--- config.mk ---
export PLATFORM = sky130hd
export DESIGN_NAME = corr_gate_counter_flat
export DESIGN_NICKNAME = d
export VERILOG_FILES = /design/src/rtl/corr_pkg.sv /design/src/rtl/corr_gate_counter_if.sv /design/src/rtl/corr_fifo.sv /design/src/rtl/corr_gate_counter.sv /design/src/flat_wrapper.sv
export SDC_FILE = /design/constraint.sdc
export NUM_CORES = 1
export LEC_CHECK = 0
export BUFFER_PORTS_ARGS = -buffer_cell sky130_fd_sc_hd__buf_2
export CAP_MARGIN = 5
export CORE_UTILIZATION = 59
export DETAILED_ROUTE_END_ITERATION = 7
export PLACE_DENSITY = 0.77
export SYNTH_ARGS = -nofsm -noshare
export SYNTH_HDL_FRONTEND = slang
export SYNTH_HIERARCHICAL = 1
export SYNTH_SLANG_ARGS = --single-unit
--- constraint.sdc ---
create_clock -name clki -period 5 [get_ports clki]
set_input_delay 0.75 -clock clki [delete_from_list [all_inputs] [get_ports clki]]
set_output_delay 0.75 -clock clki [all_outputs]
set_load 0.1 [all_outputs]
--- src/rtl/corr_pkg.sv ---
// Shared definitions for the gated photon-pulse counter.
// Contents: default sizing constants, the FIFO entry layout and the gate FSM state type.
package corr_pkg;

  localparam int unsigned DEF_CNT_W      = 12;
  localparam int unsigned DEF_GATE_CYC   = 84317;
  localparam int unsigned DEF_FIFO_DEPTH = 8;
  localparam int unsigned DEF_DROP_W     = 8;

  // One closed window as stored in the readout FIFO (default count width)
  typedef struct packed {
    logic                 sat;
    logic [DEF_CNT_W-1:0] count;
  } corr_entry_t;

  typedef enum logic {
    IDLE  = 1'b0,
    COUNT = 1'b1
  } corr_state_e;

endpackage

--- src/rtl/corr_gate_counter_if.sv ---
// Readout handshake bundle between the gate counter (master) and its consumer (slave).
//   cnt_data  : FIFO head count (0 when empty)
//   cnt_sat   : FIFO head saturation flag
//   cnt_valid : FIFO non-empty
//   cnt_ready : consumer accepts the head entry
interface corr_gate_counter_if
  import corr_pkg::*;
#(
  parameter int unsigned CNT_W = DEF_CNT_W
);

  logic [CNT_W-1:0] cnt_data;
  logic             cnt_sat;
  logic             cnt_valid;
  logic             cnt_ready;

  modport master (output cnt_data, output cnt_sat, output cnt_valid, input cnt_ready);
  modport slave  (input cnt_data, input cnt_sat, input cnt_valid, output cnt_ready);

endinterface

--- src/rtl/corr_fifo.sv ---
// Show-ahead FIFO holding closed-window results.
//   clk, rst     : clock, synchronous active-high reset (flushes contents)
//   i_push/i_data: write request and entry
//   i_pop        : remove head (ignored when empty)
//   o_head       : current head entry (show-ahead)
//   o_full/o_empty/o_level : occupancy status
//   o_push_acc   : push was written this cycle
module corr_fifo
  import corr_pkg::*;
#(
  parameter int unsigned W     = DEF_CNT_W + 1,
  parameter int unsigned DEPTH = DEF_FIFO_DEPTH
) (
  input  logic                       clk,
  input  logic                       rst,
  input  logic                       i_push,
  input  logic [W-1:0]               i_data,
  input  logic                       i_pop,
  output logic [W-1:0]               o_head,
  output logic                       o_full,
  output logic                       o_empty,
  output logic [$clog2(DEPTH):0]     o_level,
  output logic                       o_push_acc
);

  localparam int unsigned PTR_W = (DEPTH > 1) ? $clog2(DEPTH) : 1;
  localparam int unsigned LVL_W = $clog2(DEPTH) + 1;

  logic [W-1:0]     r_mem [DEPTH];
  logic [PTR_W-1:0] r_wr;
  logic [PTR_W-1:0] r_rd;
  logic [LVL_W-1:0] r_level;
  logic             w_pop;

  assign o_empty    = (r_level == '0);
  assign o_full     = (r_level == LVL_W'(DEPTH));
  assign o_level    = r_level;
  assign o_head     = r_mem[r_rd];
  assign w_pop      = i_pop & ~o_empty;
  // A pop in the same cycle frees the slot, so a full FIFO still accepts
  assign o_push_acc = i_push & (~o_full | w_pop);

  // Storage array, no reset needed: occupancy gates visibility
  always_ff @(posedge clk) begin
    if (o_push_acc) r_mem[r_wr] <= i_data;
  end

  // Pointers and occupancy
  always_ff @(posedge clk) begin
    if (rst) begin
      r_wr    <= '0;
      r_rd    <= '0;
      r_level <= '0;
    end else begin
      if (o_push_acc) r_wr <= r_wr + PTR_W'(1);
      if (w_pop)      r_rd <= r_rd + PTR_W'(1);
      case ({o_push_acc, w_pop})
        2'b10:   r_level <= r_level + LVL_W'(1);
        2'b01:   r_level <= r_level - LVL_W'(1);
        default: r_level <= r_level;
      endcase
    end
  end

endmodule

--- src/rtl/corr_gate_counter.sv ---
// Gated photon-pulse counter: synchronises data_in, counts rising edges over
// GATE_CYC-cycle windows (saturating), queues each closed window for readout.
//   clki, rst  : clock, synchronous active-high reset
//   data_in    : asynchronous pulse input
//   gate_enb   : 1 = run windows, 0 = idle and discard the partial window
//   rd         : readout handshake (cnt_data/cnt_sat/cnt_valid out, cnt_ready in)
//   fifo_level : readout FIFO occupancy
//   drop_cnt   : saturating count of windows lost to a full FIFO
module corr_gate_counter
  import corr_pkg::*;
#(
  parameter int unsigned GATE_CYC   = DEF_GATE_CYC,
  parameter int unsigned CNT_W      = DEF_CNT_W,
  parameter int unsigned FIFO_DEPTH = DEF_FIFO_DEPTH,
  parameter int unsigned DROP_W     = DEF_DROP_W
) (
  input  logic                          clki,
  input  logic                          rst,
  input  logic                          data_in,
  input  logic                          gate_enb,
  corr_gate_counter_if.master           rd,
  output logic [$clog2(FIFO_DEPTH):0]   fifo_level,
  output logic [DROP_W-1:0]             drop_cnt
);

  localparam int unsigned TMR_W = (GATE_CYC > 1) ? $clog2(GATE_CYC) : 1;
  localparam int unsigned ENT_W = CNT_W + 1;
  localparam logic [TMR_W-1:0] TMR_LAST = TMR_W'(GATE_CYC - 1);
  localparam logic [CNT_W-1:0] CNT_MAX  = '1;
  localparam logic [DROP_W-1:0] DROP_MAX = '1;

  logic              r_s1, r_s2, r_s3;
  corr_state_e       r_state;
  logic [TMR_W-1:0]  r_timer;
  logic [CNT_W-1:0]  r_cnt;
  logic              r_sat;
  logic [DROP_W-1:0] r_drop;

  logic              w_edge;
  logic [CNT_W-1:0]  w_cnt_nxt;
  logic              w_sat_nxt;
  logic              w_push;
  logic              w_pop;
  logic              w_push_acc;
  logic              w_full;
  logic              w_empty;
  logic [ENT_W-1:0]  w_head;

  // Window bookkeeping including the edge of the current cycle
  always_comb begin
    w_edge    = r_s2 & ~r_s3;
    w_cnt_nxt = r_cnt;
    w_sat_nxt = r_sat;
    if (w_edge) begin
      if (r_cnt == CNT_MAX) w_sat_nxt = 1'b1;  // edge lost to saturation
      else                  w_cnt_nxt = r_cnt + CNT_W'(1);
    end
    // gate_enb low wins over a coinciding window end: the window is discarded
    w_push = (r_state == COUNT) & gate_enb & (r_timer == TMR_LAST);
  end

  assign w_pop = rd.cnt_valid & rd.cnt_ready;

  // Synchroniser, gate FSM, window counter and drop counter
  always_ff @(posedge clki) begin
    if (rst) begin
      r_s1    <= 1'b0;
      r_s2    <= 1'b0;
      r_s3    <= 1'b0;
      r_state <= IDLE;
      r_timer <= '0;
      r_cnt   <= '0;
      r_sat   <= 1'b0;
      r_drop  <= '0;
    end else begin
      r_s1 <= data_in;
      r_s2 <= r_s1;
      r_s3 <= r_s2;

      if (w_push & w_full & ~w_push_acc & (r_drop != DROP_MAX))
        r_drop <= r_drop + DROP_W'(1);

      case (r_state)
        IDLE: begin
          r_timer <= '0;
          r_cnt   <= '0;
          r_sat   <= 1'b0;
          if (gate_enb) r_state <= COUNT;
        end
        COUNT: begin
          if (!gate_enb || (r_timer == TMR_LAST)) begin
            r_timer <= '0;
            r_cnt   <= '0;
            r_sat   <= 1'b0;
            if (!gate_enb) r_state <= IDLE;
          end else begin
            r_timer <= r_timer + TMR_W'(1);
            r_cnt   <= w_cnt_nxt;
            r_sat   <= w_sat_nxt;
          end
        end
        default: r_state <= IDLE;
      endcase
    end
  end

  corr_fifo #(
    .W     (ENT_W),
    .DEPTH (FIFO_DEPTH)
  ) u_fifo (
    .clk        (clki),
    .rst        (rst),
    .i_push     (w_push),
    .i_data     ({w_sat_nxt, w_cnt_nxt}),
    .i_pop      (w_pop),
    .o_head     (w_head),
    .o_full     (w_full),
    .o_empty    (w_empty),
    .o_level    (fifo_level),
    .o_push_acc (w_push_acc)
  );

  // Head is forced to zero while nothing is queued
  assign rd.cnt_valid = ~w_empty;
  assign rd.cnt_sat   = w_empty ? 1'b0 : w_head[CNT_W];
  assign rd.cnt_data  = w_empty ? '0 : w_head[CNT_W-1:0];
  assign drop_cnt     = r_drop;

endmodule

--- src/flat_wrapper.sv ---
// flat-port wrapper written by rule: the top's interface ports become plain ports
module corr_gate_counter_flat import corr_pkg::*;
#(
  parameter int unsigned GATE_CYC   = DEF_GATE_CYC,
  parameter int unsigned CNT_W      = DEF_CNT_W,
  parameter int unsigned FIFO_DEPTH = DEF_FIFO_DEPTH,
  parameter int unsigned DROP_W     = DEF_DROP_W
)
  (clki, rst, data_in, gate_enb, fifo_level, drop_cnt, rd_cnt_data, rd_cnt_sat, rd_cnt_valid, rd_cnt_ready);
  corr_gate_counter_if #(.CNT_W(CNT_W)) rd_i ();
  input  logic clki;
  input  logic rst;
  input  logic data_in;
  input  logic gate_enb;
  output logic [$clog2(FIFO_DEPTH):0] fifo_level;
  output logic [DROP_W-1:0] drop_cnt;
  output wire logic [$bits(rd_i.cnt_data)-1:0] rd_cnt_data;
  output wire logic [$bits(rd_i.cnt_sat)-1:0] rd_cnt_sat;
  output wire logic [$bits(rd_i.cnt_valid)-1:0] rd_cnt_valid;
  input wire logic [$bits(rd_i.cnt_ready)-1:0] rd_cnt_ready;
  assign rd_cnt_data = rd_i.cnt_data;
  assign rd_cnt_sat = rd_i.cnt_sat;
  assign rd_cnt_valid = rd_i.cnt_valid;
  assign rd_i.cnt_ready = rd_cnt_ready;
  corr_gate_counter #(.GATE_CYC(GATE_CYC), .CNT_W(CNT_W), .FIFO_DEPTH(FIFO_DEPTH), .DROP_W(DROP_W)) u_core (.clki(clki), .rst(rst), .data_in(data_in), .gate_enb(gate_enb), .rd(rd_i), .fifo_level(fifo_level), .drop_cnt(drop_cnt));
endmodule
==> qor.json, run 1 <==
{
  "synth_fp_nets": 480,
  "wirelength_um": 12170,
  "crit_type": "reg2reg",
  "fmax_ghz": 0.2651,
  "critical_path_buf_inv_count": 2,
  "drv_cap": 0,
  "dieWidth_um": 109.2,
  "cts_resized": 0,
  "timing.final.crit_period_ns": 3.772,
  "cts_buffer_count": 17,
  "post_dp_cell_area_mm2": 0.007084,
  "cpLargestDelayFamily": "simple AND/OR/NAND/NOR gates",
  "synth.yosys.warnings": 6,
  "post_route_design_area_mm2": 0.007647,
  "timing.critical_path.required_ns": 5.11,
  "antenna_found_initial": 0,
  "start_kind": "flip-flop",
  "grt-ovfl-total": 0,
  "max-vdd-ir-drop_mv": 0.2235,
  "timing.critical_path.from": "u_core/r_timer[9]",
  "syn_inst": 466,
  "finalNetCount": 524,
  "grt_start_max_net_pins": 27,
  "ios": 31,
  "area_of_the_die_mm2": 0.01191,
  "gpl.final_weighted_congestion": 0.8384,
  "leading_cell_type_in_the_layout_fill_and_taps_excluded": "sky130_fd_sc_hd__edfxtp_1",
  "grt_pass1_wl_um": 19460,
  "remaining_drc_errors": 0,
  "hold_path_class": "reg2reg",
  "final-hold-violation-count": 0,
  "final-seq-area_mm2": 0.004224,
  "cts_root_buf": "sky130_fd_sc_hd__clkbuf_16",
  "post_cts.repair.setup_buffers": 0,
  "detail-route-antenna-nets": 0,
  "multi_input_comb_area_mm2": 0.002422,
  "path_cells": "or4_1 -> or4_1 -> nor2_1 -> o21ai_2 -> inv_2 -> nand2_1 -> nor2_1 -> buf_4",
  "post_synth_num_cell_types": 51,
  "p_per_area_mw_per_mm2": 340.6,
  "leakagePower_nw": 2.992,
  "cts_htree_levels": 4,
  "synthesis.area_per_instance_um2": 14.54,
  "die_y_um": 109.2,
  "num_antenna_cells": 0,
  "post_cts_hold_buffer_count": 0,
  "layout.cells.most_common_list": "sky130_fd_sc_hd__edfxtp_1 (104), sky130_fd_sc_hd__dfxtp_1 (55), sky130_fd_sc_hd__nor2_1 (46)",
  "share_of_final_layout_standard_cells_stronger_than_drive_strength_1_pct": 21.22,
  "design.core.area_mm2": 0.01103,
  "final.fill_count": 760,
  "synthToLayoutAreaGrowth_pct": 12.89,
  "placedCellCount": 631,
  "wire_per_inst_um": 18.35,
  "initial_utilization_pct": 61.41,
  "cts-root-to-sink-buffers": 2,
  "first_global_vias": 3833,
  "finalNonFillerCells": 663,
  "seq_area_frac_synth_pct": 62.36,
  "critical_path.slowest_cell": "sky130_fd_sc_hd__or4_1",
  "route.vias.total": 3834,
  "yosys_register_bits": 159,
  "crit-reg2reg-launch": "u_core/r_timer[9]",
  "synthFlopType": "sky130_fd_sc_hd__edfxtp_1",
  "slew_headroom_pct": 20.26,
  "tightest_slew_ns": 1.195,
  "largest_stage_delay_on_the_critical_path_ns": 0.71,
  "detailedRoute.firstIterationViolations": 270,
  "worst-path-max-fanout": 10,
  "grt_util_all_layers_pct": 22.62,
  "finalCritPeriodShare_pct": 75.44,
  "maxSlewViolCount": 0,
  "total_clock_sinks": 159,
  "clk_pin_slew_ns": 0.06,
  "drtPass1Iterations": 4,
  "portBuffers": 30,
  "min-delay-start": "u_core/r_s1",
  "outcome": "completed",
  "clock_latency_ns": 0.41,
  "num_rows": 38,
  "synthesis.area_mm2": 0.006774,
  "finalSetupTns_ns": 0,
  "synth_async_sr_flop_share_pct": 0,
  "timing.final.setup_violations": 0,
  "critPathArrivalTime_ns": 3.88,
  "detail_route.vias_per_cell": 5.783,
  "timing.clock.skew_ns": 0.009632,
  "rsz0062_at_grt": "false",
  "synth_enable_flop_cells": 104,
  "cts_tree": "built",
  "dpl.hpwl_um": 7893,
  "crit_path_end_kind": "flip-flop"
}
## state kept, by name, indices dropped and copies added, names as in the netlist, named ones only
| name | count |
|---|---|
| u_core/r_cnt | 12 |
| u_core/r_timer | 17 |
| u_core/r_s3 | 1 |
| u_core/u_fifo/r_rd | 3 |
| u_core/r_s1 | 1 |
| u_core/r_sat | 1 |
| u_core/u_fifo/o_level | 4 |
| u_core/drop_cnt | 8 |
| u_core/u_fifo/r_wr | 3 |
| u_core/r_state | 1 |
| u_core/u_fifo/r_mem | 104 |
| u_core/r_s2 | 1 |
## metal layers
| layer | track usage (%) | vias to the layer above | wire [µm] | share of wire, % |
|---|---|---|---|---|
| met5 | 0 | - | 0 | 0 |
| met4 | 10.04 | 0 | 158 | 1.3 |
| met3 | 5.200 | 6 | 610 | 5.0 |
| met2 | 38.81 | 93 | 6279 | 52 |
| met1 | 27.16 | 1890 | 5119 | 42 |
| li1 | - | 1845 | - | - |
## cell type report
cell class                 instances  share of cell area [%]
timing repair buffer              41                   3.043
multi-input combinational        283                   31.68
sequential                       159                   55.24
inverter                           8                  0.3927
tap                              140                   2.291
clock buffer                      17                   5.563
clock inverter                    15                   1.800
## stage by stage
stage | worst slack [ns] | power [mW] | util, % | hold slack [ns]
2_1_floorplan | 1.227 | 1.422 | - | 0.4138
3_3_place_gp | 1.355 | 1.425 | 64.22 | 0.4236
3_5_place_dp | 1.249 | 1.425 | 64.22 | 0.4386
4_1_cts | 1.217 | 2.631 | 69.33 | 0.4538
5_1_grt | 0.9894 | 2.678 | 69.33 | 0.4718
6_report | 1.228 | 2.605 | 69.33 | 0.4462
## synth_stat cells (4+ instances only)
cell                       count  area [µm²]
sky130_fd_sc_hd__mux4_2        6       135.1
sky130_fd_sc_hd__mux4_1       20       525.5
sky130_fd_sc_hd__nor2_1       46       172.7
sky130_fd_sc_hd__dfxtp_1      55        1101
sky130_fd_sc_hd__nand4_1       8       50.05
sky130_fd_sc_hd__xnor2_1      12       105.1
sky130_fd_sc_hd__nor3_1        9       45.04
sky130_fd_sc_hd__a21oi_1       6       30.03
sky130_fd_sc_hd__clkbuf_1      6       22.52
sky130_fd_sc_hd__mux2_2       18       202.7
sky130_fd_sc_hd__or3_1         4       25.02
sky130_fd_sc_hd__xor2_1       20       175.2
sky130_fd_sc_hd__inv_1         7       26.28
sky130_fd_sc_hd__nand2_1      19       71.32
sky130_fd_sc_hd__ha_1          8       100.1
sky130_fd_sc_hd__edfxtp_1    104        3123
sky130_fd_sc_hd__nor2b_1      25       156.4
sky130_fd_sc_hd__nand3_1      19       95.09
sky130_fd_sc_hd__and3_1       13       81.33
sky130_fd_sc_hd__buf_2         4       20.02
sky130_fd_sc_hd__nand2b_1      6       37.54
## logic make-up after synthesis
family	count (synthesis)	share of synthesized area, %
compound gates	23	2.457
xor+xnor	32	4.137
fa+ha+maj	9	1.773
buf+inv	24	2.272
flops	159	62.36
mux	47	13.19
simple gates	172	13.82
## worst register-to-register path, stage by stage (launching register included)
cell and delay (ns):
sky130_fd_sc_hd__dfxtp_1 0.34, sky130_fd_sc_hd__or4_1 0.52, sky130_fd_sc_hd__or4_1 0.71, sky130_fd_sc_hd__nor2_1 0.57
sky130_fd_sc_hd__o21ai_2 0.25, sky130_fd_sc_hd__inv_2 0.14, sky130_fd_sc_hd__nand2_1 0.12, sky130_fd_sc_hd__nor2_1 0.53
sky130_fd_sc_hd__buf_4 0.30
## power breakdown
part           total [mW]  internal, mW  switching [mW]  leakage [nW]
combinational      0.0111       0.00325         0.00785          1.09
clock                1.21         0.690           0.517         0.259
sequential           1.39          1.38        0.000949          1.65
total                2.60          2.08           0.526          2.99
## final timing paths
path / endpoint / slack (ns) / cells past startpoint
worst max-delay path: u_core/u_fifo/r_mem[5][1] / 1.23 / 8
worst min-delay path: u_core/r_s2 / 0.45 / 1
worst max register to register: u_core/u_fifo/r_mem[5][1] / 1.23 / 8
worst min register to register: u_core/r_s2 / 0.45 / 1
No activity file was read; power rests on OpenSTA's default activity.
==> run 2, diff against run 1 <==
CORE_UTILIZATION = 55   (was 59)
PLACE_DENSITY = 0.75   (was 0.77)
clock period = 3.13 ns   (was 5 ns; I/O delays follow)
==> qor.json, run 2 (synthesis gave the netlist of run 1 again) <==
{
  "finalCritPeriodShare": {"value": 93.49, "unit": "%", "change": "was 75.44%"},
  "multi_input_comb_area": {"value": 0.002454, "unit": "mm²", "change": "was 0.002422 mm²"},
  "drtPass1Iterations": {"value": 4, "change": "unchanged"},
  "max-vdd-ir-drop": {"value": 0.3043, "unit": "mV", "change": "was 0.2235 mV"},
  "cts_htree_levels": {"value": 4, "change": "unchanged"},
  "grt_use_met1": {"value": 25.62, "unit": "%", "change": "was 27.16%"},
  "final.fill_count": {"value": 889, "change": "was 760"},
  "detailedRoute.firstIterationViolations": {"value": 257, "change": "was 270"},
  "initial_utilization": {"value": 56.40, "unit": "%", "change": "was 61.41%"},
  "num_rows": {"value": 40, "change": "was 38"},
  "critPathMostFrequentCell": "sky130_fd_sc_hd__or4_1",
  "num_antenna_cells": {"value": 0, "change": "unchanged"},
  "cts_buffer_count": {"value": 17, "change": "unchanged"},
  "share_of_final_layout_standard_cells_stronger_than_drive_strength_1": {"value": 22.24, "unit": "%", "change": "was 21.22%"},
  "total_switching_power": {"value": 791.0, "unit": "µW", "change": "was 526.1 µW"},
  "final-seq-area": {"value": 0.004229, "unit": "mm²", "change": "was 0.004224 mm²"},
  "die_y": {"value": 113.0, "unit": "µm", "change": "was 109.2 µm"},
  "first_global_vias": {"value": 3949, "change": "was 3,833"},
  "dpl.hpwl": {"value": 7668, "unit": "µm", "change": "was 7893 µm"},
  "post_dp_cell_area": {"value": 0.007147, "unit": "mm²", "change": "was 0.007084 mm²"},
  "largest_reg_flops": {"value": 104, "change": "unchanged"},
  "grt_start_max_net_pins": {"value": 27, "change": "unchanged"},
  "cts-root-to-sink-buffers": {"value": 2, "change": "unchanged"},
  "detail_route.vias_per_cell": {"value": 5.765, "change": "was 5.783"},
  "tightest_slew": {"value": 0.7436, "unit": "ns", "change": "was 1.195 ns"},
  "largest_stage_delay_on_the_critical_path": {"value": 0.53, "unit": "ns", "change": "was 0.71 ns"},
  "final_critical_path_setup_slack": {"value": 0.2036, "unit": "ns", "change": "was 1.228 ns"},
  "path_cells": {"value": "or4_1 -> or4_1 -> nor2_1 -> or2_1 -> inv_1 -> ha_1 -> nand3_1 -> nor4bb_2 -> o21bai_1 -> a31oi_1", "change": "was or4_1 -> or4_1 -> nor2_1 -> o21ai_2 -> inv_2 -> nand2_1 -> nor2_1 -> buf_4"},
  "gpl.final_weighted_congestion": {"value": 0.8761, "change": "was 0.8384"},
  "grt_pass1_wl": {"value": 19850, "unit": "µm", "change": "was 19,460 µm"},
  "p_per_area": {"value": 553.6, "unit": "mW/mm²", "change": "was 340.6 mW/mm²"},
  "dieWidth": {"value": 113.0, "unit": "µm", "change": "was 109.2 µm"},
  "power.share.clock": {"value": 48.1, "unit": "%", "change": "was 46.4%"},
  "postLayoutCoreUtil": {"value": 64.65, "unit": "%", "change": "was 69.33%"},
  "reg_top3": {"value": "u_core/u_fifo/r_mem: 104 flops, u_core/r_timer: 17 flops, u_core/r_cnt: 12 flops", "change": "unchanged"},
  "rsz0062_at_grt": {"value": "false", "change": "unchanged"},
  "power.internal": {"value": 3.508, "unit": "mW", "change": "was 2.079 mW"},
  "cpLargestDelayFamily": {"value": "simple AND/OR/NAND/NOR gates", "change": "unchanged"},
  "timing.critical_path.required": {"value": 3.47, "unit": "ns", "change": "was 5.11 ns"},
  "detail-route-antenna-nets": {"value": 0, "change": "unchanged"},
  "crit_path_end_kind": {"value": "flip-flop", "change": "unchanged"},
  "clock_latency": {"value": 0.42, "unit": "ns", "change": "was 0.41 ns"},
  "total_clock_sinks": {"value": 159, "change": "unchanged"},
  "maxSlewViolCount": {"value": 0, "change": "unchanged"},
  "route.vias.total": {"value": 3880, "change": "was 3,834"},
  "grt-ovfl-total": {"value": 0, "change": "unchanged"},
  "wire_per_inst": {"value": 18.12, "unit": "µm", "change": "was 18.35 µm"},
  "grt_util_all_layers": {"value": 20.84, "unit": "%", "change": "was 22.62%"},
  "antenna_found_initial": {"value": 0, "change": "unchanged"},
  "layout.cells.most_common_list": {"value": "sky130_fd_sc_hd__edfxtp_1 (104), sky130_fd_sc_hd__dfxtp_1 (51), sky130_fd_sc_hd__nor2_1 (46)", "change": "was sky130_fd_sc_hd__edfxtp_1 (104), sky130_fd_sc_hd__dfxtp_1 (55), sky130_fd_sc_hd__nor2_1 (46)"},
  "gr_busiest_metal": {"value": "met2", "change": "unchanged"},
  "cts_root_buf": {"value": "sky130_fd_sc_hd__clkbuf_16", "change": "unchanged"},
  "hold_path_class": {"value": "in2reg", "change": "was reg2reg"},
  "timing.clock.skew": {"value": 0.006280, "unit": "ns", "change": "was 0.009632 ns"},
  "remaining_drc_errors": {"value": 0, "change": "unchanged"},
  "outcome": {"value": "completed", "change": "unchanged"},
  "timing.final.setup_violations": {"value": 0, "change": "unchanged"},
  "slew_headroom": {"value": 50.07, "unit": "%", "change": "was 20.26%"},
  "portBuffers": {"value": 30, "change": "unchanged"},
  "ios": {"value": 31, "change": "unchanged"},
  "final-hold-violation-count": {"value": 0, "change": "unchanged"},
  "max_flop_register": {"value": "u_core/u_fifo/r_mem", "change": "unchanged"},
  "synthToLayoutAreaGrowth": {"value": 14.63, "unit": "%", "change": "was 12.89%"},
  "critical_path.slowest_cell": {"value": "sky130_fd_sc_hd__or4_1", "change": "unchanged"},
  "design.core.area": {"value": 0.01201, "unit": "mm²", "change": "was 0.01103 mm²"},
  "finalNetCount": {"value": 527, "change": "was 524"},
  "power.share.sequential": {"value": 51.5, "unit": "%", "change": "was 53.2%"},
  "power.share.combinational": {"value": 0.4, "unit": "%", "change": "about the same"},
  "area_of_the_die": {"value": 0.01276, "unit": "mm²", "change": "was 0.01191 mm²"},
  "leakagePower": {"value": 3.044, "unit": "nW", "change": "was 2.992 nW"},
  "dp_worst_setup_slack": {"value": 0.1680, "unit": "ns", "change": "was 1.249 ns"},
  "start_kind": {"value": "flip-flop", "change": "unchanged"},
  "global_route_track_usage_on_met2": {"value": 35.19, "unit": "%", "change": "was 38.81%"},
  "drv_cap": {"value": 0, "change": "unchanged"},
  "placedCellCount": {"value": 641, "change": "was 631"},
  "leading_cell_type_in_the_layout_fill_and_taps_excluded": {"value": "sky130_fd_sc_hd__edfxtp_1", "change": "unchanged"},
  "timing.final.crit_period": {"value": 2.926, "unit": "ns", "change": "was 3.772 ns"},
  "critPathArrivalTime": {"value": 3.27, "unit": "ns", "change": "was 3.88 ns"},
  "clk_pin_slew": {"value": 0.06, "unit": "ns", "change": "about the same"},
  "post_route_design_area": {"value": 0.007765, "unit": "mm²", "change": "was 0.007647 mm²"},
  "worst-path-max-fanout": {"value": 4, "change": "was 10"},
  "crit_type": {"value": "reg2reg", "change": "unchanged"},
  "finalNonFillerCells": {"value": 673, "change": "was 663"},
  "switching_share": {"value": 18.40, "unit": "%", "change": "was 20.20%"},
  "cts_tree": {"value": "built", "change": "unchanged"},
  "fmax": {"value": 0.3417, "unit": "GHz", "change": "was 0.2651 GHz"},
  "wirelength": {"value": 12200, "unit": "µm", "change": "was 12,170 µm"},
  "globalRouteMet3Util": {"value": 5.196, "unit": "%", "change": "was 5.200%"},
  "critical_path_buf_inv_count": {"value": 1, "change": "was 2"}
}
==> run 2: changes by cell type in the layout (fill, tap and decap cells not counted), moves of 2 or more <==
cell | before | now
sky130_fd_sc_hd__inv_6 | 5 | 0
sky130_fd_sc_hd__clkinvlp_4 | 6 | 2
sky130_fd_sc_hd__dfxtp_1 | 55 | 51
sky130_fd_sc_hd__dfxtp_2 | 0 | 4
sky130_fd_sc_hd__buf_4 | 11 | 13
sky130_fd_sc_hd__bufinv_16 | 1 | 3
sky130_fd_sc_hd__clkbuf_1 | 0 | 2
sky130_fd_sc_hd__clkbuf_8 | 0 | 2
sky130_fd_sc_hd__clkinv_1 | 0 | 2
==> run 2: repair_timing <==
item,CTS,global route
gates resized for setup,0,3
setup buffers,0,0
hold buffers,0,0
endpoints found under the setup margin,0,2
==> run 2: worst register-to-register path: stages, from the launching register on <==
cell and delay, ns:
sky130_fd_sc_hd__dfxtp_1 0.34, sky130_fd_sc_hd__or4_1 0.52, sky130_fd_sc_hd__or4_1 0.53, sky130_fd_sc_hd__nor2_1 0.17, sky130_fd_sc_hd__or2_1 0.18, sky130_fd_sc_hd__inv_1 0.07
sky130_fd_sc_hd__ha_1 0.33, sky130_fd_sc_hd__nand3_1 0.16, sky130_fd_sc_hd__nor4bb_2 0.31, sky130_fd_sc_hd__o21bai_1 0.11, sky130_fd_sc_hd__a31oi_1 0.12
==> run 2: path summary, 6_finish.rpt <==
check | slack, ns | to | cells past startpoint | start
hold reg to reg | 0.44 | u_core/r_s2 | 1 | u_core/r_s1
hold / removal | 0.30 | u_core/r_state | 2 | gate_enb
setup reg to reg | 0.20 | u_core/u_fifo/o_level[3] | 10 | u_core/r_timer[9]
setup / recovery | 0.20 | u_core/u_fifo/o_level[3] | 10 | u_core/r_timer[9]
==> run 2: per-stage QoR <==
stage	hold slack, ns	TNS (ns)	power (mW)
5_1_grt	0.2964	0	4.422
2_1_floorplan	0.4138	-4.854	2.271
3_3_place_gp	0.4198	0	2.276
3_5_place_dp	0.4275	0	2.277
6_report	0.2971	0	4.299
4_1_cts	0.2843	0	4.334
==> run 2: area by class of cell <==
type                            instances  share of cell area [%]
Clock buffer                           21                   5.930
Sequential cell                       159                   54.46
Tap cell                              147                   2.369
Inverter                                8                  0.3867
Timing Repair Buffer                   44                   3.448
Multi-Input combinational cell        283                   31.60
Clock inverter                         11                   1.805
==> run 2: layer usage <==
metal / up-vias / routed length [µm]
li1: 1847 / -
met1: 1927 / 5426
met2: 83 / 6024
met3: 23 / 519
met4: 0 / 224
met5: - / 0
==> run 2: power by group through the flow <==
stage,clock [mW],sequential [mW],combinational (mW)
4_1_cts,2.10,2.21,0.0179
5_1_grt,2.19,2.21,0.0198
6_report,2.07,2.21,0.0176
2_1_floorplan,0,2.26,0.0125
3_3_place_gp,0,2.26,0.0174
3_5_place_dp,0,2.26,0.0178
==> run 3, diff against run 2 <==
ABC_AREA = 1   (was default)
SKIP_CTS_REPAIR_TIMING = 1   (was default)
==> qor.json, run 3 <==
{
  "outcome": {"value": "completed", "change": "unchanged"},
  "portBuffers": {"value": 30, "change": "unchanged"},
  "synth_top_cell_by_area": {"value": "sky130_fd_sc_hd__edfxtp_1", "change": "unchanged"},
  "design.core.area": {"value": 0.01272, "unit": "mm²", "change": "was 0.01201 mm²"},
  "cts_htree_levels": {"value": 4, "change": "unchanged"},
  "initial_utilization": {"value": 57.05, "unit": "%", "change": "was 56.40%"},
  "power.share.sequential": {"value": 50.7, "unit": "%", "change": "was 51.5%"},
  "max-vdd-ir-drop": {"value": 0.4030, "unit": "mV", "change": "was 0.3043 mV"},
  "yosys_register_bits": {"value": 159, "change": "unchanged"},
  "slew_headroom": {"value": 62.55, "unit": "%", "change": "was 50.07%"},
  "power.share.combinational": {"value": 0.7, "unit": "%", "change": "was 0.4%"},
  "power.internal": {"value": 3.526, "unit": "mW", "change": "was 3.508 mW"},
  "timing.reg2reg.worst_path_depth": {"value": 11, "change": "was 10"},
  "synthesis.area": {"value": 0.007258, "unit": "mm²", "change": "was 0.006774 mm²"},
  "start_kind": {"value": "flip-flop", "change": "unchanged"},
  "cts_tree": {"value": "built", "change": "unchanged"},
  "tightest_slew": {"value": 0.5611, "unit": "ns", "change": "was 0.7436 ns"},
  "setup_slack_reg_to_reg": {"value": 0.54, "unit": "ns", "change": "was 0.20 ns"},
  "synthFlopType": {"value": "sky130_fd_sc_hd__edfxtp_1", "change": "unchanged"},
  "fmax": {"value": 0.3623, "unit": "GHz", "change": "was 0.3417 GHz"},
  "timing.final.crit_period": {"value": 2.760, "unit": "ns", "change": "was 2.926 ns"},
  "layout.cells.most_common_list": {"value": "sky130_fd_sc_hd__nand2_1 (140), sky130_fd_sc_hd__nor2_1 (105), sky130_fd_sc_hd__edfxtp_1 (104)", "change": "was sky130_fd_sc_hd__edfxtp_1 (104), sky130_fd_sc_hd__dfxtp_1 (51), sky130_fd_sc_hd__nor2_1 (46)"},
  "rr_endpoint": {"value": "u_core/u_fifo/o_level[3]", "change": "unchanged"},
  "antenna_found_initial": {"value": 0, "change": "unchanged"},
  "timing.final.setup_violations": {"value": 0, "change": "unchanged"},
  "clock_latency": {"value": 0.42, "unit": "ns", "change": "about the same"},
  "wire_per_inst": {"value": 15.33, "unit": "µm", "change": "was 18.12 µm"},
  "largest_reg_flops": {"value": 104, "change": "unchanged"},
  "total_power": {"value": 4.371, "unit": "mW", "change": "was 4.299 mW"},
  "die_y": {"value": 116.9, "unit": "µm", "change": "was 113.0 µm"},
  "first_global_vias": {"value": 4923, "change": "was 3,949"},
  "grt_start_max_net_pins": {"value": 54, "change": "was 27"},
  "total_switching_power": {"value": 844.9, "unit": "µW", "change": "was 791.0 µW"},
  "final-hold-violation-count": {"value": 0, "change": "unchanged"},
  "hold_path_class": {"value": "in2reg", "change": "unchanged"},
  "p_per_area": {"value": 533.4, "unit": "mW/mm²", "change": "was 553.6 mW/mm²"},
  "gpl.final_weighted_congestion": {"value": 0.8359, "change": "was 0.8761"},
  "reg_top3": {"value": "u_core/u_fifo/r_mem: 104 flops, u_core/r_timer: 17 flops, u_core/r_cnt: 12 flops", "change": "unchanged"},
  "finalNetCount": {"value": 807, "change": "was 527"},
  "min-delay-start": {"value": "data_in", "change": "was gate_enb"},
  "post_synth_num_cell_types": {"value": 42, "change": "was 51"},
  "wirelength": {"value": 14990, "unit": "µm", "change": "was 12,200 µm"},
  "critical_path_buf_inv_count": {"value": 3, "change": "was 1"},
  "worst_hold_path.endpoint": {"value": "u_core/r_s1", "change": "was u_core/r_state"},
  "crit_type": {"value": "reg2out", "change": "was reg2reg"},
  "worst-path-max-fanout": {"value": 52, "change": "was 4"},
  "num_antenna_cells": {"value": 0, "change": "unchanged"},
  "remaining_drc_errors": {"value": 0, "change": "unchanged"},
  "critPathMostFrequentCell": {"value": "sky130_fd_sc_hd__nand2_1", "change": "was sky130_fd_sc_hd__or4_1"},
  "crit_path_end_kind": {"value": "primary output", "change": "was flip-flop"},
  "rsz0062_at_grt": {"value": "false", "change": "unchanged"},
  "grt_util_all_layers": {"value": 23.48, "unit": "%", "change": "was 20.84%"},
  "ios": {"value": 31, "change": "unchanged"},
  "synthToLayoutAreaGrowth": {"value": 12.91, "unit": "%", "change": "was 14.63%"},
  "clk_pin_slew": {"value": 0.06, "unit": "ns", "change": "about the same"},
  "timing.critical_path.required": {"value": 2.66, "unit": "ns", "change": "was 3.47 ns"},
  "detail-route-antenna-nets": {"value": 0, "change": "unchanged"},
  "yosys-top-cells-count": {"value": "sky130_fd_sc_hd__nand2_1 (140), sky130_fd_sc_hd__nor2_1 (105), sky130_fd_sc_hd__edfxtp_1 (104), sky130_fd_sc_hd__inv_1 (92), sky130_fd_sc_hd__dfxtp_1 (55)", "change": "was sky130_fd_sc_hd__edfxtp_1 (104), sky130_fd_sc_hd__dfxtp_1 (55), sky130_fd_sc_hd__nor2_1 (46), sky130_fd_sc_hd__nor2b_1 (25)"},
  "detailedRoute.firstIterationViolations": {"value": 487, "change": "was 257"},
  "syn_inst": {"value": 754, "change": "was 466"},
  "dpl.hpwl": {"value": 9210, "unit": "µm", "change": "was 7668 µm"},
  "leakagePower": {"value": 3.306, "unit": "nW", "change": "was 3.044 nW"},
  "total_clock_sinks": {"value": 159, "change": "unchanged"},
  "route.vias.total": {"value": 5141, "change": "was 3,880"},
  "critical_path.slowest_cell": {"value": "sky130_fd_sc_hd__buf_2", "change": "was sky130_fd_sc_hd__or4_1"},
  "maxSlewViolCount": {"value": 0, "change": "unchanged"},
  "drtPass1Iterations": {"value": 5, "change": "was 4"},
  "crit-reg2reg-launch": {"value": "u_core/u_fifo/o_level[1]", "change": "was u_core/r_timer[9]"},
  "final_critical_path_setup_slack": {"value": 0.3696, "unit": "ns", "change": "was 0.2036 ns"},
  "seq_area_frac_synth": {"value": 58.20, "unit": "%", "change": "was 62.36%"},
  "synth_fp_nets": {"value": 768, "change": "was 480"},
  "timing.hold.worst_path_depth": {"value": 3, "change": "was 2"},
  "path_cells": {"value": "buf_4 -> o21ai_0 -> o22ai_1 -> nand2_1 -> nand2_1 -> inv_1 -> nor2_1 -> buf_2", "change": "was or4_1 -> or4_1 -> nor2_1 -> or2_1 -> inv_1 -> ha_1 -> nand3_1 -> nor4bb_2 -> o21bai_1 -> a31oi_1"},
  "largest_stage_delay_on_the_critical_path": {"value": 0.46, "unit": "ns", "change": "was 0.53 ns"},
  "leading_cell_type_in_the_layout_fill_and_taps_excluded": {"value": "sky130_fd_sc_hd__nand2_1", "change": "was sky130_fd_sc_hd__edfxtp_1"},
  "yosys.area.top_type_share": {"value": 43.03, "unit": "%", "change": "was 46.10%"},
  "num_rows": {"value": 41, "change": "was 40"},
  "critPathArrivalTime": {"value": 2.29, "unit": "ns", "change": "was 3.27 ns"},
  "synthesis.area_per_instance": {"value": 9.626, "unit": "µm²", "change": "was 14.54 µm²"},
  "synth.yosys.warnings": {"value": 6, "change": "unchanged"},
  "max_flop_register": {"value": "u_core/u_fifo/r_mem", "change": "unchanged"},
  "cpLargestDelayFamily": {"value": "buffers and inverters", "change": "was simple AND/OR/NAND/NOR gates"},
  "dieWidth": {"value": 116.9, "unit": "µm", "change": "was 113.0 µm"},
  "grt-ovfl-total": {"value": 0, "change": "unchanged"},
  "drv_cap": {"value": 0, "change": "unchanged"},
  "dp_worst_setup_slack": {"value": 0.6188, "unit": "ns", "change": "was 0.1680 ns"},
  "finalCritPeriodShare": {"value": 88.19, "unit": "%", "change": "was 93.49%"},
  "synth_async_sr_flop_share": {"value": 0, "unit": "%", "change": "unchanged"},
  "detail_route.vias_per_cell": {"value": 5.257, "change": "was 5.765"},
  "switching_share": {"value": 19.33, "unit": "%", "change": "was 18.40%"},
  "timing.clock.skew": {"value": 0.01358, "unit": "ns", "change": "was 0.006280 ns"},
  "grt_pass1_wl": {"value": 23740, "unit": "µm", "change": "was 19,850 µm"},
  "power.share.clock": {"value": 48.6, "unit": "%", "change": "was 48.1%"},
  "cts_buffer_count": {"value": 17, "change": "unchanged"},
  "cts_root_buf": {"value": "sky130_fd_sc_hd__clkbuf_16", "change": "unchanged"},
  "synth_enable_flop_cells": {"value": 104, "change": "unchanged"},
  "cts-root-to-sink-buffers": {"value": 2, "change": "unchanged"},
  "post-synth-top-count-cell": {"value": "sky130_fd_sc_hd__nand2_1", "change": "was sky130_fd_sc_hd__edfxtp_1"},
  "yosys-top-cells-area": {"value": "sky130_fd_sc_hd__edfxtp_1 (43%), sky130_fd_sc_hd__dfxtp_1 (15%), sky130_fd_sc_hd__nand2_1 (7.2%), sky130_fd_sc_hd__nor2_1 (5.4%), sky130_fd_sc_hd__inv_1 (4.8%)", "change": "was sky130_fd_sc_hd__edfxtp_1 (46%), sky130_fd_sc_hd__dfxtp_1 (16%), sky130_fd_sc_hd__mux4_1 (7.8%), sky130_fd_sc_hd__mux2_2 (3.0%), sky130_fd_sc_hd__xor2_1 (2.6%)"},
  "share_of_final_layout_standard_cells_stronger_than_drive_strength_1": {"value": 15.01, "unit": "%", "change": "was 22.24%"},
  "area_of_the_die": {"value": 0.01366, "unit": "mm²", "change": "was 0.01276 mm²"}
}
run 3: cell count changes after synthesis, moves of 23 or more:
cell	delta
sky130_fd_sc_hd__nor2b_1	-25
sky130_fd_sc_hd__nor2_1	+59
sky130_fd_sc_hd__mux2i_1	+23
sky130_fd_sc_hd__o22ai_1	+26
sky130_fd_sc_hd__o21ai_0	+26
sky130_fd_sc_hd__inv_1	+85
sky130_fd_sc_hd__nand2_1	+121
run 3: cell type report:
cell class | instances | area, µm²
clock buffers | 21 | 460.4
clock inverters | 11 | 153.9
fillers | 1052 | 4527
inverters | 101 | 394.1
multi-input cells | 473 | 2501
flip-flops and latches | 159 | 4225
well taps | 172 | 215.2
repair buffers | 41 | 245.2
run 3: power groups by stage:
| stage | clock (mW) | combinational (mW) | sequential [mW] |
|---|---|---|---|
| 6_report | 2.13 | 0.0311 | 2.21 |
| 3_3_place_gp | 0 | 0.0300 | 2.26 |
| 2_1_floorplan | 0 | 0.0222 | 2.26 |
| 5_1_grt | 2.24 | 0.0349 | 2.21 |
| 4_1_cts | 2.16 | 0.0309 | 2.21 |
| 3_5_place_dp | 0 | 0.0307 | 2.26 |
run 3: worst max-delay path by stage:
stage          slack, ns  depth (start not counted)                  to
6_report            0.37                          8     rd_cnt_data[10]
3_5_place_dp        0.62                         14  u_core/drop_cnt[1]
4_1_cts             0.31                          9     rd_cnt_data[10]
2_1_floorplan      -0.17                          5     rd_cnt_data[10]
5_1_grt             0.15                          8     rd_cnt_data[10]
3_3_place_gp        0.78                          9     rd_cnt_data[10]
run 3: logic make-up (layout without fill, tap and decap cells):
logic type	after synthesis	in the layout	share of synthesized area [%]
AND/OR/NAND/NOR	344	344	21.69
flip-flops	159	159	58.20
buffers and inverters	122	174	7.344
AO/OA/AOI/OAI	87	87	6.689
multiplexers	26	26	3.586
adder cells (fa/ha/maj)	9	9	1.655
XOR/XNOR	7	7	0.8447
run 3: per-stage QoR:
| step | TNS (ns) | cell area [µm²] | utilization (%) | hold WS (ns) | instances |
|---|---|---|---|---|---|
| floorplan | -1.532 | 7258 | - | 0.3883 | 754 |
| global placement | 0 | 7581 | 59.59 | 0.3966 | 946 |
| detailed placement | 0 | 7581 | 59.59 | 0.4039 | 946 |
| CTS | 0 | 8195 | 64.42 | 0.2381 | 978 |
| global route | 0 | 8195 | 64.42 | 0.2512 | 978 |
| finish | 0 | 8195 | 64.42 | 0.2527 | 978 |
run 3: per-layer routing:
metal | track usage (%) | share of wire (%) | vias to the layer above
met5 | 0 | 0 | -
li1 | - | - | 2599
met1 | 27.71 | 44 | 2404
met4 | 8.270 | 1.3 | 0
met3 | 5.922 | 3.9 | 19
met2 | 41.66 | 51 | 119
run 3: tightest hold or removal path: cells and delay by family:
family / cells / cell delay, ns
buffers and inverters: 2 / 0.11
AND/OR/NAND/NOR: 1 / 0.06
